**config.mk**
```make
export PLATFORM = sky130hd
export DESIGN_NAME = ravenna_spi_master_flat
export DESIGN_NICKNAME = d
export VERILOG_FILES = /design/src/rtl/ravenna_spi_master_if.sv /design/src/rtl/ravenna_spi_master.sv /design/src/flat_wrapper.sv
export SDC_FILE = /design/constraint.sdc
export NUM_CORES = 1
export LEC_CHECK = 0
export CAP_MARGIN = 30
export CORE_MARGIN = 3
export CORE_UTILIZATION = 48
export CTS_CLUSTER_DIAMETER = 50
export DETAILED_ROUTE_END_ITERATION = 10
export PLACE_DENSITY_LB_ADDON = 0.25
export SYNTH_ARGS = -nofsm -noshare
export SYNTH_HDL_FRONTEND = slang
export SYNTH_SLANG_ARGS = --single-unit
export TNS_END_PERCENT = 10
```
**constraint.sdc**
```tcl
create_clock -name clk -period 2.1 [get_ports clk]
set_clock_uncertainty 0.2 [all_clocks]
set_input_delay 0.42 -clock clk [delete_from_list [all_inputs] [get_ports clk]]
set_output_delay 0.42 -clock clk [all_outputs]
set_load 0.03 [all_outputs]
```
**src/rtl/ravenna_spi_master_if.sv**
```systemverilog
`default_nettype none
`timescale 1ns/1ps
// ============================================================================
//  Module      : ravenna_spi_master_if
//  Description : CPU-side handshake and SPI pin bundle for ravenna_spi_master.
//                The master modport is the initiator block's view; the slave
//                modport is the view of whatever drives requests and models
//                the external responder.
//  Revision    : 1.0  initial release
// ============================================================================
interface ravenna_spi_master_if;
    logic [7:0] prescale;
    logic [7:0] tx_data;
    logic       start;
    logic       cs_hold;
    logic       busy;
    logic       done;
    logic [7:0] rx_data;
    logic       spi_csb;
    logic       spi_sck;
    logic       spi_sdo;
    logic       spi_sdi;

    modport master (
        input  prescale, tx_data, start, cs_hold, spi_sdi,
        output busy, done, rx_data, spi_csb, spi_sck, spi_sdo
    );

    modport slave (
        output prescale, tx_data, start, cs_hold, spi_sdi,
        input  busy, done, rx_data, spi_csb, spi_sck, spi_sdo
    );
endinterface
`default_nettype wire

```
**src/rtl/ravenna_spi_master.sv**
```systemverilog
`default_nettype none
`timescale 1ns/1ps
// ============================================================================
//  Module      : ravenna_spi_master
//  Description : SPI initiator, mode 0, MSB first, one byte per start.
//                Programmable SCK half-period (prescale+1 clk cycles) and
//                optional chip-select hold between bytes of one command.
//  Revision    : 1.0  initial release
// ============================================================================
module ravenna_spi_master (
    input  wire logic             clk,
    input  wire logic             resetn,
    ravenna_spi_master_if.master  bus
);

    typedef enum logic [1:0] {
        S_IDLE   = 2'd0,
        S_XFER   = 2'd1,
        S_HOLD   = 2'd2,
        S_FINISH = 2'd3
    } state_t;

    state_t     state_q, state_d;
    logic [7:0] presc_q, presc_d;   // divider latched at the accepted start
    logic [7:0] cnt_q,   cnt_d;     // clk count inside one half-period
    logic [3:0] half_q,  half_d;    // half-period index 0..15
    logic [7:0] txsh_q,  txsh_d;    // outgoing byte, current bit at [7]
    logic [7:0] rxsh_q,  rxsh_d;    // incoming bits, first sample ends in [7]
    logic [7:0] rx_q,    rx_d;
    logic       done_q,  done_d;
    logic       csb_q,   csb_d;
    logic       sck_q,   sck_d;
    logic       sdo_q,   sdo_d;

    logic       w_half_end;

    assign w_half_end = (cnt_q == presc_q);

    assign bus.busy    = (state_q == S_XFER) || (state_q == S_FINISH);
    assign bus.done    = done_q;
    assign bus.rx_data = rx_q;
    assign bus.spi_csb = csb_q;
    assign bus.spi_sck = sck_q;
    assign bus.spi_sdo = sdo_q;

    // State and datapath registers; reset forces the pins to their idle levels at once.
    always_ff @(posedge clk or negedge resetn) begin
        if (!resetn) begin
            state_q <= S_IDLE;
            presc_q <= 8'h00;
            cnt_q   <= 8'h00;
            half_q  <= 4'h0;
            txsh_q  <= 8'h00;
            rxsh_q  <= 8'h00;
            rx_q    <= 8'h00;
            done_q  <= 1'b0;
            csb_q   <= 1'b1;
            sck_q   <= 1'b0;
            sdo_q   <= 1'b0;
        end else begin
            state_q <= state_d;
            presc_q <= presc_d;
            cnt_q   <= cnt_d;
            half_q  <= half_d;
            txsh_q  <= txsh_d;
            rxsh_q  <= rxsh_d;
            rx_q    <= rx_d;
            done_q  <= done_d;
            csb_q   <= csb_d;
            sck_q   <= sck_d;
            sdo_q   <= sdo_d;
        end
    end

    // Next-state and pin logic; start is only looked at in IDLE and HOLD, so it is ignored while busy.
    always_comb begin
        state_d = state_q;
        presc_d = presc_q;
        cnt_d   = cnt_q;
        half_d  = half_q;
        txsh_d  = txsh_q;
        rxsh_d  = rxsh_q;
        rx_d    = rx_q;
        done_d  = 1'b0;
        csb_d   = csb_q;
        sck_d   = sck_q;
        sdo_d   = sdo_q;

        case (state_q)
            S_IDLE: begin
                csb_d = 1'b1;
                sck_d = 1'b0;
                if (bus.start) begin
                    presc_d = bus.prescale;
                    txsh_d  = bus.tx_data;
                    sdo_d   = bus.tx_data[7];
                    cnt_d   = 8'h00;
                    half_d  = 4'h0;
                    csb_d   = 1'b0;
                    state_d = S_XFER;
                end
            end

            S_XFER: begin
                csb_d = 1'b0;
                if (!w_half_end) begin
                    cnt_d = cnt_q + 8'd1;
                end else begin
                    cnt_d  = 8'h00;
                    half_d = half_q + 4'd1;
                    if (!half_q[0]) begin
                        // Rising edge: responder data is captured on the same clk edge.
                        sck_d  = 1'b1;
                        rxsh_d = {rxsh_q[6:0], bus.spi_sdi};
                    end else begin
                        sck_d = 1'b0;
                        if (half_q != 4'hF) begin
                            // Falling edge: present the next bit.
                            txsh_d = {txsh_q[6:0], 1'b0};
                            sdo_d  = txsh_q[6];
                        end else begin
                            // Last falling edge: byte complete, sdo keeps bit 0.
                            done_d  = 1'b1;
                            rx_d    = rxsh_q;
                            state_d = bus.cs_hold ? S_HOLD : S_FINISH;
                        end
                    end
                end
            end

            S_HOLD: begin
                csb_d = 1'b0;
                sck_d = 1'b0;
                if (bus.start) begin
                    presc_d = bus.prescale;
                    txsh_d  = bus.tx_data;
                    sdo_d   = bus.tx_data[7];
                    cnt_d   = 8'h00;
                    half_d  = 4'h0;
                    state_d = S_XFER;
                end else if (!bus.cs_hold) begin
                    cnt_d   = 8'h00;
                    state_d = S_FINISH;
                end
            end

            S_FINISH: begin
                sck_d = 1'b0;
                if (w_half_end) begin
                    cnt_d   = 8'h00;
                    csb_d   = 1'b1;
                    sdo_d   = 1'b0;
                    state_d = S_IDLE;
                end else begin
                    cnt_d = cnt_q + 8'd1;
                end
            end

            default: begin
                state_d = S_IDLE;
            end
        endcase
    end

endmodule
`default_nettype wire
```
**src/flat_wrapper.sv**
```systemverilog
// flat-port wrapper written by rule: the top's interface ports become plain ports
module ravenna_spi_master_flat 
  (clk, resetn, bus_prescale, bus_tx_data, bus_start, bus_cs_hold, bus_spi_sdi, bus_busy, bus_done, bus_rx_data, bus_spi_csb, bus_spi_sck, bus_spi_sdo);
  ravenna_spi_master_if bus_i ();
  input  wire logic clk;
  input  wire logic resetn;
  input wire logic [$bits(bus_i.prescale)-1:0] bus_prescale;
  input wire logic [$bits(bus_i.tx_data)-1:0] bus_tx_data;
  input wire logic [$bits(bus_i.start)-1:0] bus_start;
  input wire logic [$bits(bus_i.cs_hold)-1:0] bus_cs_hold;
  input wire logic [$bits(bus_i.spi_sdi)-1:0] bus_spi_sdi;
  output wire logic [$bits(bus_i.busy)-1:0] bus_busy;
  output wire logic [$bits(bus_i.done)-1:0] bus_done;
  output wire logic [$bits(bus_i.rx_data)-1:0] bus_rx_data;
  output wire logic [$bits(bus_i.spi_csb)-1:0] bus_spi_csb;
  output wire logic [$bits(bus_i.spi_sck)-1:0] bus_spi_sck;
  output wire logic [$bits(bus_i.spi_sdo)-1:0] bus_spi_sdo;
  assign bus_i.prescale = bus_prescale;
  assign bus_i.tx_data = bus_tx_data;
  assign bus_i.start = bus_start;
  assign bus_i.cs_hold = bus_cs_hold;
  assign bus_i.spi_sdi = bus_spi_sdi;
  assign bus_busy = bus_i.busy;
  assign bus_done = bus_i.done;
  assign bus_rx_data = bus_i.rx_data;
  assign bus_spi_csb = bus_i.spi_csb;
  assign bus_spi_sck = bus_i.spi_sck;
  assign bus_spi_sdo = bus_i.spi_sdo;
  ravenna_spi_master u_core (.clk(clk), .resetn(resetn), .bus(bus_i));
endmodule
```
==> results.yml <==
status:
  status: "finished, final reports clean"
worst_setup_path:
  crit_chain: "xor2_1, nor4_4, nand3_2, nor2_4, buf_4, mux2_2"
  cp-end-kind: "register"
  cp_slowest_cell: "dfrtp_1"
  worstReg2RegEnd: "u_core.bus.rx_data[7]"
  crit_start: "u_core.presc_q[7]"
  r2r-start: "u_core.presc_q[7]"
  startpoint_type: "register"
  crit_end: "u_core.bus.rx_data[7]"
  crit_type: "reg -> reg"
  path_max_fanout: 4
  crit_arrival_ps: 2060
  rrSetupSlack_ps: 20
  critical-path-max-stage-delay_ps: 390
  required_ps: 2080
  reg2regPathDepth: 6
floorplanning:
  rows: 24
  start_util: 0.5125
  ios: 34
  core_area_um2: 4504
  die_w_um: 75.35
  die_y_um: 75.35
  die_area_um2: 5678
route:
  num_vias: 1781
  drt_iter0_drc: 97
  wirelength_um: 4607
  ant_nets: 0
  avgViaCountPerCell: 5.348
  route.detailed.drc: 0
  wl_per_cell_um: 13.83
  firstDrtPassIters: 4
logic_synthesis:
  synth_cells: 221
  synth_top_area_cell: "dfrtp_1"
  synth_top_area_share: 0.5203
  yosysWarnings: 0
  ys_seq_area_frac: 0.5317
  syn-cell-area_um2: 2308
  synth.distinct_cells: 42
  ys_top_cells_by_area: "dfrtp_1 (52%), nand2_1 (8.1%), mux2_2 (7.3%), nand3_1 (2.8%), o211ai_1 (2.6%)"
  synth.net_count: 244
  ys_ff_latch: 49
  syn_area_per_cell_um2: 10.45
clock_tree:
  cts_max_level: 2
  cts_inserted_buffers: 5
  clockBufferDepth: 2
  tritoncts: "built"
  cts.sinks: 49
  clock_latency_ps: 300
  clk_pin_slew_ps: 80
  root_buffer: "clkbuf_8"
sta:
  period_needed_ps: 2078
  slew_headroom: 0.7114
  hold_ws_ps: 301.1
  maxSlewViolCount: 0
  finalCritPeriodShare: 0.9896
  rsz0062_at_grt: "true"
  fmaxAchievable_ghz: 0.4812
  finalSetupViolCount: 0
  hold_viol: 0
  finalWorstSetupSlack_ps: 21.87
  worstMarginPinSlew_ps: 431.4
placed_design:
  place_hpwl_um: 3370
  placed_area_um2: 2879
  io_buffers: 33
  place_congestion: 0.7921
  place_ws_ps: -5.205
  dp.cells: 322
pwr:
  power_w: 0.002999
  power_density_nw_per_um2: 989.8
  vdd_ir_drop_max_mv: 0.4835
  p_leak_nw: 1.392
final_layout:
  drive_gt1_frac: 0.2206
  stdcell_count: 333
  design_area_um2: 3030
  syn_to_final_growth_pct: 31.27
  antenna_cells: 0
  nets: 303
global_route:
  grt_max_degree: 50
  grt_pass1_vias: 1681
  gr-total-overflow: 0
  grt_use_total: 0.1772
  antenna_found_initial: 0
  grt_pass1_wl_um: 7576
flow_run:
  maxCapViolations: 0
min_path:
  hold_path.class: "reg -> reg"
  min_path_cells: 2
Yosys cell counts (all sizes together):
master	number
xnor2	4
nand2	50
o2bb2ai	1
o31ai	1
inv	4
clkbuf	7
mux2i	1
a211o	2
o21ai	11
nand4bb	1
or4	1
a21oi	5
dfrtp	48
o21bai	2
nor3	3
nand3	14
ha	2
or3	3
xor2	6
dfstp	1
a31oi	2
nand2b	2
a21boi	2
o211ai	8
and2	1
and4bb	1
nor4	3
nor2	9
buf	1
a31o	1
nand4	3
nor2b	3
mux2	16
or2	1
and3	1
flip-flops by register name, indices dropped and copies added (netlist names):
register and count:
u_core.bus.done 1, u_core.bus.rx_data 8, u_core.bus.spi_csb 1, u_core.bus.spi_sck 1, u_core.bus.spi_sdo 1, u_core.cnt_q 8
u_core.half_q 4, u_core.presc_q 8, u_core.rxsh_q 8, u_core.state_q 2, u_core.txsh_q 7
logic make-up (layout without fill, tap and decap cells):
family / Yosys count / in the layout / share of synthesized area
AOI/OAI and AO/OA: 35 / 35 / 0.1024
muxes: 17 / 17 / 0.08238
and+or+nand+nor: 96 / 96 / 0.2119
xor gates and xnor gates: 10 / 10 / 0.03794
DFF: 49 / 49 / 0.5317
adders and majority gates: 2 / 2 / 0.01084
buffers and inverters: 12 / 72 / 0.02276
cell usage in the layout, fill, tap and decap left out, drive strengths merged, types with 2 or more instances in the layout:
| master | Yosys | layout |
|---|---|---|
| nand2 | 50 | 50 |
| dfrtp | 48 | 48 |
| clkdlybuf4s50 | 0 | 31 |
| buf | 1 | 27 |
| mux2 | 16 | 16 |
| nand3 | 14 | 14 |
| o21ai | 11 | 11 |
| nor2 | 9 | 9 |
| o211ai | 8 | 8 |
| xor2 | 6 | 6 |
| clkbuf | 7 | 6 |
| a21oi | 5 | 5 |
| xnor2 | 4 | 4 |
| inv | 4 | 4 |
| nand4 | 3 | 3 |
| nor2b | 3 | 3 |
| or3 | 3 | 3 |
| nor3 | 3 | 3 |
| nor4 | 3 | 3 |
| nand2b | 2 | 2 |
| o21bai | 2 | 2 |
| a21boi | 2 | 2 |
| a31oi | 2 | 2 |
| a211o | 2 | 2 |
| ha | 2 | 2 |
worst min-delay path by stage:
stage / slack, ps / endpoint / from
finish: 300 / u_core.presc_q[3] / u_core.presc_q[3]
CTS: 300 / u_core.presc_q[6] / u_core.presc_q[6]
global route: 320 / u_core.presc_q[6] / u_core.presc_q[6]
floorplan: -80 / u_core.bus.done / resetn
detailed placement: 230 / u_core.txsh_q[4] / resetn
global placement: 230 / u_core.txsh_q[5] / resetn
layout make-up:
| type | instances | area, um^2 |
|---|---|---|
| fill | 353 | 1474 |
| sequential | 49 | 1227 |
| multi-input combinational | 160 | 1037 |
| timing repair buffer | 60 | 574.3 |
| clock buffer | 6 | 72.57 |
| tap | 52 | 65.06 |
| clock inverter | 2 | 38.79 |
| inverter | 4 | 15.01 |
per-layer routing:
metal	part of all wire	track usage	routed length, um	vias up
met5	0	0	0	-
met1	0.47	0.2442	2152	849
li1	-	-	-	889
met4	0.017	0.06602	79	0
met2	0.47	0.2733	2176	36
met3	0.043	0.04354	198	7
stage by stage:
step | util | TNS [ps]
final | 0.6728 | 0
after global routing | 0.6728 | -843.1
after CTS | 0.6692 | -0.1130
after detailed placement | 0.6392 | -6.955
after global placement | 0.6392 | 0
after floorplan | - | 0
worst max-delay path: cells and delay by family, from the launching register on:
family	cells	cell delay, ps
AND/OR/NAND/NOR	3	680
flip-flops	1	390
multiplexers	1	340
XOR/XNOR	1	210
buffers and inverters	1	150
power by group:
part / switching [W] / internal, W / total (W) / leakage, nW
logic: 0.000536 / 0.000505 / 0.00104 / 0.714
registers: 0.000149 / 0.00115 / 0.00130 / 0.622
clock network: 0.000302 / 0.000357 / 0.000659 / 0.0554
total: 0.000987 / 0.00201 / 0.00300 / 1.39
timing repair:
action / CTS / global route
endpoints found under the hold margin: 48 / 0
gates resized for setup: 1 / 4
gates cloned: 0 / 0
hold buffers: 1 / 0
endpoints found under the setup margin: 11 / 24
pin swaps: 2 / 2
buffers inserted: 2 / 0
Power figures use the tool's default switching activity.
